$ cat src/rtl/fpu_prim_pkg.sv
// Shared constants for FPU datapath storage primitives.
package fpu_prim_pkg;

  localparam int unsigned DEFAULT_WIDTH = 55;
  localparam int unsigned MAX_WIDTH     = 128;

  // Sliced down to the bank width by each user.
  localparam logic [MAX_WIDTH-1:0] RST_VAL = '0;

endpackage

$ cat src/rtl/clken_dff_bank_if.sv
// Data/scan/gated-clock bundle for clken_dff_bank.
interface clken_dff_bank_if #(
  parameter int unsigned WIDTH = fpu_prim_pkg::DEFAULT_WIDTH
);

  logic             enb_l;
  logic             se;
  logic             si;
  logic [WIDTH-1:0] din;
  logic             gclk;
  logic [WIDTH-1:0] q;
  logic             so;

  modport master (
    output enb_l, se, si, din,
    input  gclk, q, so
  );

  modport slave (
    input  enb_l, se, si, din,
    output gclk, q, so
  );

endinterface

$ cat src/rtl/clken_gate.sv
// Glitch-free clock gate: low-transparent enable latch ANDed with the clock.
module clken_gate (
  input  logic clk_i,
  input  logic en_i,
  output logic gclk_o
);

  logic en_q;

  // Enable may only change while clk_i is low, so a high phase is never cut short.
  always_latch begin
    if (!clk_i) en_q <= en_i;
  end

  assign gclk_o = clk_i & en_q;

endmodule

$ cat src/rtl/clken_dff_bank.sv
// Clock-gated scan register bank. Define SCAN_CLK_FORCE_EN to let se open the gate.
module clken_dff_bank
  import fpu_prim_pkg::*;
#(
  parameter int unsigned WIDTH = DEFAULT_WIDTH
) (
  input  logic             rclk,
  input  logic             rst,
  clken_dff_bank_if.slave  bus
);

  logic             gate_en;
  logic             gclk;
  logic [WIDTH-1:0] bank_q;
  logic [WIDTH-1:0] bank_d;
  logic [WIDTH-1:0] shift_val;

  // Reset opens the gate so it clears the bank even with enb_l high.
`ifdef SCAN_CLK_FORCE_EN
  assign gate_en = ~bus.enb_l | rst | bus.se;
`else
  assign gate_en = ~bus.enb_l | rst;
`endif

  clken_gate u_gate (
    .clk_i  (rclk),
    .en_i   (gate_en),
    .gclk_o (gclk)
  );

  if (WIDTH == 1) begin : g_shift_w1
    assign shift_val = bus.si;
  end else begin : g_shift_wn
    assign shift_val = {bus.si, bank_q[WIDTH-1:1]};
  end

  always_comb begin
    bank_d = bus.din;
    if (bus.se) bank_d = shift_val;
  end

  always_ff @(posedge gclk) begin
    if (rst) bank_q <= RST_VAL[WIDTH-1:0];
    else     bank_q <= bank_d;
  end

  assign bus.gclk = gclk;
  assign bus.q    = bank_q;
  assign bus.so   = bank_q[0];

endmodule

$ cat src/flat_wrapper.sv
// flat-port wrapper written by rule: the top's interface ports become plain ports
module clken_dff_bank_flat import fpu_prim_pkg::*;
#(
  parameter int unsigned WIDTH = DEFAULT_WIDTH
)
  (rclk, rst, bus_enb_l, bus_se, bus_si, bus_din, bus_gclk, bus_q, bus_so);
  clken_dff_bank_if #(.WIDTH(WIDTH)) bus_i ();
  input  logic rclk;
  input  logic rst;
  input wire logic [$bits(bus_i.enb_l)-1:0] bus_enb_l;
  input wire logic [$bits(bus_i.se)-1:0] bus_se;
  input wire logic [$bits(bus_i.si)-1:0] bus_si;
  input wire logic [$bits(bus_i.din)-1:0] bus_din;
  output wire logic [$bits(bus_i.gclk)-1:0] bus_gclk;
  output wire logic [$bits(bus_i.q)-1:0] bus_q;
  output wire logic [$bits(bus_i.so)-1:0] bus_so;
  assign bus_i.enb_l = bus_enb_l;
  assign bus_i.se = bus_se;
  assign bus_i.si = bus_si;
  assign bus_i.din = bus_din;
  assign bus_gclk = bus_i.gclk;
  assign bus_q = bus_i.q;
  assign bus_so = bus_i.so;
  clken_dff_bank #(.WIDTH(WIDTH)) u_core (.rclk(rclk), .rst(rst), .bus(bus_i));
endmodule
$ cat config.mk
export PLATFORM = sky130hd
export DESIGN_NAME = clken_dff_bank_flat
export DESIGN_NICKNAME = d
export VERILOG_FILES = /design/src/rtl/fpu_prim_pkg.sv /design/src/rtl/clken_dff_bank_if.sv /design/src/rtl/clken_gate.sv /design/src/rtl/clken_dff_bank.sv /design/src/flat_wrapper.sv
export SDC_FILE = /design/constraint.sdc
export NUM_CORES = 1
export LEC_CHECK = 0
export CAP_MARGIN = 20
export CORE_MARGIN = 3
export CORE_UTILIZATION = 39
export DETAILED_ROUTE_END_ITERATION = 10
export DONT_BUFFER_PORTS = 1
export PLACE_DENSITY = 0.53
export SLEW_MARGIN = 30
export SYNTH_ARGS = -nofsm -noshare
export SYNTH_HDL_FRONTEND = slang
export SYNTH_SLANG_ARGS = --single-unit
$ cat constraint.sdc
create_clock -name vclk -period 1.1
set_input_delay 0.22 -clock vclk [all_inputs]
set_output_delay 0.22 -clock vclk [all_outputs]
set_load 0.05 [all_outputs]
======== Word level (Yosys, flattened, before mapping) ========
Cells that the tools add are included.
word-level totals
  output and inout port bits .............. 57
  latch bits .............................. 1
  register bits ........................... 55
  logic and storage cells ................. 7
  input bits .............................. 60
cells by class
  bitwise gates (word level) .............. 3
  mux-type cells .......................... 2
operators with widths
  cell           count
  $mux W55       1
  $and A1 B1 Y1  1
  $mux W1        1
  $not A1 Y1     1
  $or A1 B1 Y1   1

======== Depth between registers and ports, before layout ========
Gate-level depths: netlist (run 1).
  depth after elaboration ................. 3
  mapped depth ............................ 4

======== Cells and area by module ========
From an unflattened synthesis (run 1), not the netlist that was laid out.
unflattened totals
  cells, all modules ...................... 181
  area, all modules ....................... 2,030.7 um^2
by module, submodules not included
  module          seq. area each (um^2)  area each (um^2)  instances  cells each
  clken_dff_bank  1,101.1                2,009.4           1          179
  clken_gate      0.0                    21.3              1          2

==> flow_metrics.tcl, run 1 <==
set metrics [dict create \
    outcome "finished, final reports clean" \
    grt_first_pass_wirelength_mm 5.95 \
    critPathMaxFanout 3 \
    nNetsFinal 232 \
    p_clk_share_pct 0 \
    place.gp.congestion 0.710 \
    via_count 1152 \
    crit_path_start_kind "input port" \
    synth_nets 241 \
    ff_latch_area_um2 1120 \
    cp_cell_sequence "and2_2" \
    vias_per_cell 4.86 \
    drt-wirelength-per-cell_um 15.6 \
    period_share_pct 70.8 \
    end_kind "output port" \
    synth_warnings 0 \
    placed_cells 237 \
    ys_types 11 \
    dieArea_um2 6120 \
    netSwitchingFraction_pct 45.9 \
    cp_slowest_cell "and2_2" \
    diodes 0 \
    syn_area_um2 2030 \
    unclocked_pins 56 \
    p_comb_share_pct 41.7 \
    grt_pass1_vias 1231 \
    maxCapViolations 0 \
    fmax_ghz 1.28 \
    total_power_uw 456 \
    route.detailed.drc 0 \
    place_hpwl_mm 2.88 \
    crit_required_ns 0.88 \
    die_w_um 78.2 \
    p_sw_uw 209 \
    internal_power_uw 247 \
    track_usage_pct 11.4 \
    cpLargestDelayFamily "simple AND/OR/NAND/NOR gates" \
    p_per_area_nw_per_um2 229 \
    slew_headroom_pct 37.7 \
    io_pins 117 \
    num_rows 25 \
    nFillCells 501 \
    port_buffers 0 \
    drive_gt1_share_pct 1.76 \
    drt-initial-drc-count 39 \
    fin_cells 237 \
    hold_buffers 0 \
    path_buf_inv 0 \
    ir_worst_vdd_uv 71.9 \
    antenna_found_initial 0 \
    p_leak_nw 0.905 \
    routed_wl_mm 3.69 \
    untimed_endpoints 112 \
    cp.arrival_ns 0.56 \
    cts_resized 0 \
    postRouteAntennaNets 0 \
    die_h_um 78.2 \
    setup_ws_ns 0.321 \
    setup_viol 0 \
    area_delta_synth_final_pct -2.34 \
    setup_tns_ns 0 \
    hold_class "input port to output port" \
    coreArea_um2 4880 \
    multiInputGateArea_um2 771 \
    maxSlewViolCount 0 \
    avgSynthCellArea_um2 11.2 \
    postCtsSetupBuffers 0 \
    grt_max_degree 57 \
    final_cell_mix "mux2i_1, nor2_1, dfxtp_1" \
    utilization_pct 40.7 \
    synth_seq_cells 56 \
    initial_core_util_pct 41.7 \
    synthCells 181 \
    dr.pass1.iters 3 \
    cpPeakStageDelay_ns 0.34 \
    post-route-min-period_ns 0.779 \
    crit_type "input port to output port" \
    p_seq_share_pct 58.3 \
    dpl_worst_slack_ns 0.312 \
    grt_overflow 0 \
    tightest_slew_ns 0.934 \
    rsz0062_at_grt "no" \
    hold_viol_final 0 \
]
[kinds of logic (layout without fill, tap and decap cells)]
family,Yosys count,count (layout),share of synthesized area [%]
flops,55,55,54.2
latches,1,1,0.738
buf+inv,13,2,7.26
simple gates,57,57,10.8
mux,55,55,27.1
[registers in the layout, summed over array words and instances (netlist names)]
| name | cells |
|---|---|
| u_core.bus.q | 55 |
| u_core.u_gate.en_q | 1 |
[metal layers]
metal	share of wire, %	global-route usage [%]
met1	36	12.6
met2	50	22.1
met3	14	4.01
met4	0	0.175
met5	0	0
[metrics by stage]
stage	instance area, µm²	hold WS, ns
2_1_floorplan	2030	0.867
3_3_place_gp	1990	0.741
3_5_place_dp	1990	0.743
4_1_cts	1990	0.744
5_1_grt	1990	0.749
6_report	1990	0.739
[final timing paths]
path / from / to / cells after the start
setup / recovery: rclk / bus_gclk / 1
hold / removal: rclk / bus_gclk / 1
[power groups by stage]
stage | Combinational, mW | Clock, mW | Sequential, mW
floorplan | 0.275 | 0 | 0.258
global placement | 0.187 | 0 | 0.266
detailed placement | 0.196 | 0 | 0.266
CTS | 0.196 | 0 | 0.267
global route | 0.222 | 0 | 0.270
finish | 0.190 | 0 | 0.266
[synth_stat cells (all sizes together)]
cell type	number	area, µm²
nand2b	1	6.26
dlxtn	1	15.0
nor2	55	206
buf	12	144
mux2i	55	551
clkbuf	1	3.75
dfxtp	55	1100
and2	1	6.26
[layout make-up]
cell class,count,area share [%]
timing repair buffer,2,0.756
sequential,56,56.2
tap,67,4.22
multi-input combinational,112,38.8
(Power assumes the default switching activity.)
==> run 2, diff against run 1 <==
Settings changed: PLACE_DENSITY 0.53 to 0.51.
Clock period 1.1 ns to 0.8 ns, I/O delays scaled along.
==> run 2 against run 1 <==
Core utilization decreased by 0.13 points. Design area fell by 0.31%. Critical path depth unchanged. First-iteration DRC count down 44%. Highest routed layer unchanged.
==> flow_metrics.tcl, run 2 (same netlist as run 1, synthesis figures left out) <==
set metrics [dict create \
    coreArea_um2 4880 \
    hold_class "input port to output port" \
    place_hpwl_mm 2.62 \
    rsz0062_at_grt "no" \
    route.detailed.drc 0 \
    dieArea_um2 6120 \
    antenna_found_initial 0 \
    p_leak_nw 0.902 \
    place.gp.congestion 0.653 \
    routed_wl_mm 3.53 \
    grt_max_degree 57 \
    unclocked_pins 56 \
    die_h_um 78.2 \
    port_buffers 0 \
    cp.arrival_ns 0.40 \
    diodes 0 \
    io_pins 117 \
    nNetsFinal 231 \
    setup_tns_ns 0 \
    cp_slowest_cell "and2_4" \
    period_share_pct 69.7 \
    cts_resized 0 \
    crit_path_start_kind "input port" \
    final_cell_mix "mux2i_1, nor2_1, dfxtp_1" \
    dr.pass1.iters 2 \
    untimed_endpoints 112 \
    track_usage_pct 10.9 \
    p_per_area_nw_per_um2 314 \
    setup_viol 0 \
    crit_required_ns 0.64 \
    cpPeakStageDelay_ns 0.23 \
    die_w_um 78.2 \
    ir_worst_vdd_uv 117 \
    post-route-min-period_ns 0.558 \
    ff_latch_area_um2 1120 \
    critPathMaxFanout 2 \
    multiInputGateArea_um2 772 \
    drt-wirelength-per-cell_um 14.9 \
    cpLargestDelayFamily "simple AND/OR/NAND/NOR gates" \
    vias_per_cell 4.81 \
    largest_reg_flops 55 \
    crit_type "input port to output port" \
    outcome "finished, final reports clean" \
    placed_cells 236 \
    nFillCells 495 \
    slew_headroom_pct 37.9 \
    maxSlewViolCount 0 \
    drive_gt1_share_pct 1.18 \
    drt-initial-drc-count 22 \
    grt_overflow 0 \
    hold_viol_final 0 \
    grt_pass1_vias 1233 \
    area_delta_synth_final_pct -2.65 \
    total_power_uw 621 \
    initial_core_util_pct 41.7 \
    num_rows 25 \
    fin_cells 236 \
    hold_buffers 0 \
    via_count 1136 \
    maxCapViolations 0 \
    postRouteAntennaNets 0 \
    grt_first_pass_wirelength_mm 5.73 \
    tightest_slew_ns 0.931 \
    cp_cell_sequence "and2_4" \
    postCtsSetupBuffers 0 \
    path_buf_inv 0 \
    fmax_ghz 1.79 \
    end_kind "output port" \
]
## run 2: changes by cell type in the layout (fill, tap and decap cells not counted), sizes merged
cell  delta
buf      -1
## run 2: per-stage QoR
stage                     hold WS [ns]  worst slack, ns  cell area [µm²]  util, %
after floorplan                  0.598           0.0673             2040        -
after global placement           0.529            0.236             1980     40.6
after detailed placement         0.529            0.236             1980     40.6
after CTS                        0.529            0.236             1980     40.6
after global routing             0.531            0.231             1980     40.6
final                            0.526            0.242             1980     40.6
## run 2: power breakdown
group | internal, mW | total (mW) | switching (mW) | leakage [nW]
clock | 0 | 0 | 0 | 0
sequential | 0.192 | 0.365 | 0.173 | 0.463
combinational | 0.145 | 0.256 | 0.111 | 0.439
total | 0.337 | 0.621 | 0.284 | 0.902
## run 2: layer usage
layer | GRT usage, % | routed length (µm) | vias to the layer above | share of wire (%)
li1 | - | - | 566 | -
met1 | 12.2 | 1310 | 501 | 37
met2 | 21.2 | 1750 | 69 | 49
met3 | 3.21 | 469 | 0 | 13
met4 | 0 | 0 | 0 | 0
met5 | 0 | 0 | - | 0
## run 2: worst paths after layout
path | start | endpoint | slack (ns) | cells past startpoint
max | rclk | bus_gclk | 0.24 | 1
min | rclk | bus_gclk | 0.53 | 1
## run 2: cell type report
class | count | share of cell area, %
multi-input cells | 112 | 39.0
flip-flops and latches | 56 | 56.4
well taps | 67 | 4.24
repair buffers | 1 | 0.379
==> run 3, diff against run 2 <==
Settings changed: ABC_AREA set to 1.
==> run 3 against run 2 <==
Global-route usage increased by 1.5 points. Worst hold slack improved by 0.028 ns. Largest cell class unchanged. Combinational power increased by 48%. Flip-flop and latch count unchanged. Sequential power increased by 19%. Die area increased by 14%. Highest routed layer unchanged. Critical path type unchanged. Total power increased by 31%. Synthesized area increased by 15%.
==> flow_metrics.tcl, run 3 <==
set metrics [dict create \
    place_hpwl_mm 3.19 \
    critPathMaxFanout 2 \
    cp_slowest_cell "clkinvlp_4" \
    crit_required_ns 0.64 \
    hp-start "rclk" \
    synth_warnings 0 \
    die_h_um 83.5 \
    vias_per_cell 4.20 \
    yosysTopAreaCell "dfxtp_1" \
    drive_gt1_share_pct 1.19 \
    diodes 0 \
    grt_max_degree 111 \
    period_share_pct 76.5 \
    ir_worst_vdd_uv 308 \
    fmax_ghz 1.63 \
    unclocked_pins 56 \
    synth_area_leaders "dfxtp_1, nand2_1, nor2_1" \
    async_flop_share_pct 0 \
    avgSynthCellArea_um2 6.61 \
    layout_commonest_cell "nand2_1" \
    ff_latch_area_um2 1120 \
    synthCells 354 \
    dr.pass1.iters 4 \
    min_delay_path_depth 2 \
    port_buffers 0 \
    track_usage_pct 12.3 \
    synth.top_cell.area_share_pct 47.0 \
    utilization_pct 40.5 \
    place.gp.congestion 0.740 \
    multiInputGateArea_um2 850 \
    rsz0062_at_grt "no" \
    untimed_endpoints 112 \
    nFillCells 649 \
    synth_ff_type "dfxtp_1" \
    grt_pass1_vias 1570 \
    tightest_slew_ns 0.930 \
    routed_wl_mm 4.63 \
    ys_types 10 \
    cpPeakStageDelay_ns 0.24 \
    setup_viol 0 \
    drt-initial-drc-count 76 \
    hold_buffers 0 \
    outcome "finished, final reports clean" \
    synth_seq_cells 56 \
    synth_common_cells "nand2_1, nor2_1, inv_1" \
    maxSlewViolCount 0 \
    synth.most_common_cell "nand2_1" \
    cts_resized 0 \
    num_rows 27 \
    via_count 1714 \
    synth_nets 414 \
    setup_tns_ns 0 \
    path_buf_inv 1 \
    maxCapViolations 0 \
    route.detailed.drc 0 \
    synth_enable_flop_cells 0 \
    p_leak_nw 1.20 \
    initial_core_util_pct 41.5 \
    final_cell_mix "nand2_1, nor2_1, inv_1, dfxtp_1" \
    coreArea_um2 5640 \
    hold_class "input port to output port" \
    postRouteAntennaNets 0 \
    largest_reg_flops 55 \
    nNetsFinal 398 \
    hold_end "bus_gclk" \
    hold_viol_final 0 \
    p_per_area_nw_per_um2 356 \
    grt_first_pass_wirelength_mm 7.59 \
    crit_type "input port to output port" \
    drt-wirelength-per-cell_um 11.3 \
    die_w_um 83.5 \
    slew_headroom_pct 37.9 \
    dieArea_um2 6970 \
    grt_overflow 0 \
    cp.arrival_ns 0.45 \
    cp_cell_sequence "nand2_8, clkinvlp_4" \
    crit_path_start_kind "input port" \
    setup_ws_ns 0.188 \
    antenna_found_initial 0 \
    post-route-min-period_ns 0.612 \
    area_delta_synth_final_pct -2.51 \
    postCtsSetupBuffers 0 \
    io_pins 117 \
    dpl_worst_slack_ns 0.181 \
    cpLargestDelayFamily "buffers and inverters" \
    end_kind "output port" \
    syn_area_um2 2340 \
]
==> run 3: cell count changes after synthesis, sizes merged <==
cell,before,now
nand2,0,112
mux2i,55,0
nor2,55,110
and2,1,0
nand2b,1,0
buf,12,18
inv,0,57
==> run 3: cells by family after synthesis <==
family        count (synthesis)  share of synthesized area (%)
buf+inv                      76                           16.7
latches                       1                          0.641
flops                        55                           47.0
simple gates                222                           35.6
==> run 3: power by group <==
part           switching [mW]  internal, mW
Sequential              0.227         0.207
Combinational           0.234         0.145
Clock                       0             0
==> run 3: layer usage <==
metal | share of wire [%] | global-route usage [%] | vias to the layer above
li1 | - | - | 953
met4 | 0 | 0 | 0
met1 | 43 | 16.0 | 700
met5 | 0 | 0 | -
met3 | 10 | 3.85 | 0
met2 | 47 | 21.5 | 61
==> run 3: how the worst max path moves through the flow <==
| stage | to | cells past startpoint | start |
|---|---|---|---|
| after floorplan | bus_gclk | 2 | rclk |
| after global placement | bus_gclk | 2 | rclk |
| after detailed placement | bus_gclk | 2 | rclk |
| after CTS | bus_gclk | 2 | rclk |
| after global routing | bus_gclk | 2 | rclk |
| final | bus_gclk | 2 | rclk |
==> run 3: layout make-up <==
class,instances,area share (%)
well taps,72,3.95
repair buffers,1,0.329
flip-flops and latches,56,48.9
multi-input cells,222,37.2
inverters,57,9.59
==> run 3: stage by stage <==
step	instance area (µm²)	cells	total power [mW]	hold WS, ns
2_1_floorplan	2360	354	0.878	0.825
3_3_place_gp	2280	408	0.817	0.560
3_5_place_dp	2280	408	0.826	0.560
4_1_cts	2280	408	0.828	0.560
5_1_grt	2280	408	0.899	0.566
6_report	2280	408	0.813	0.554
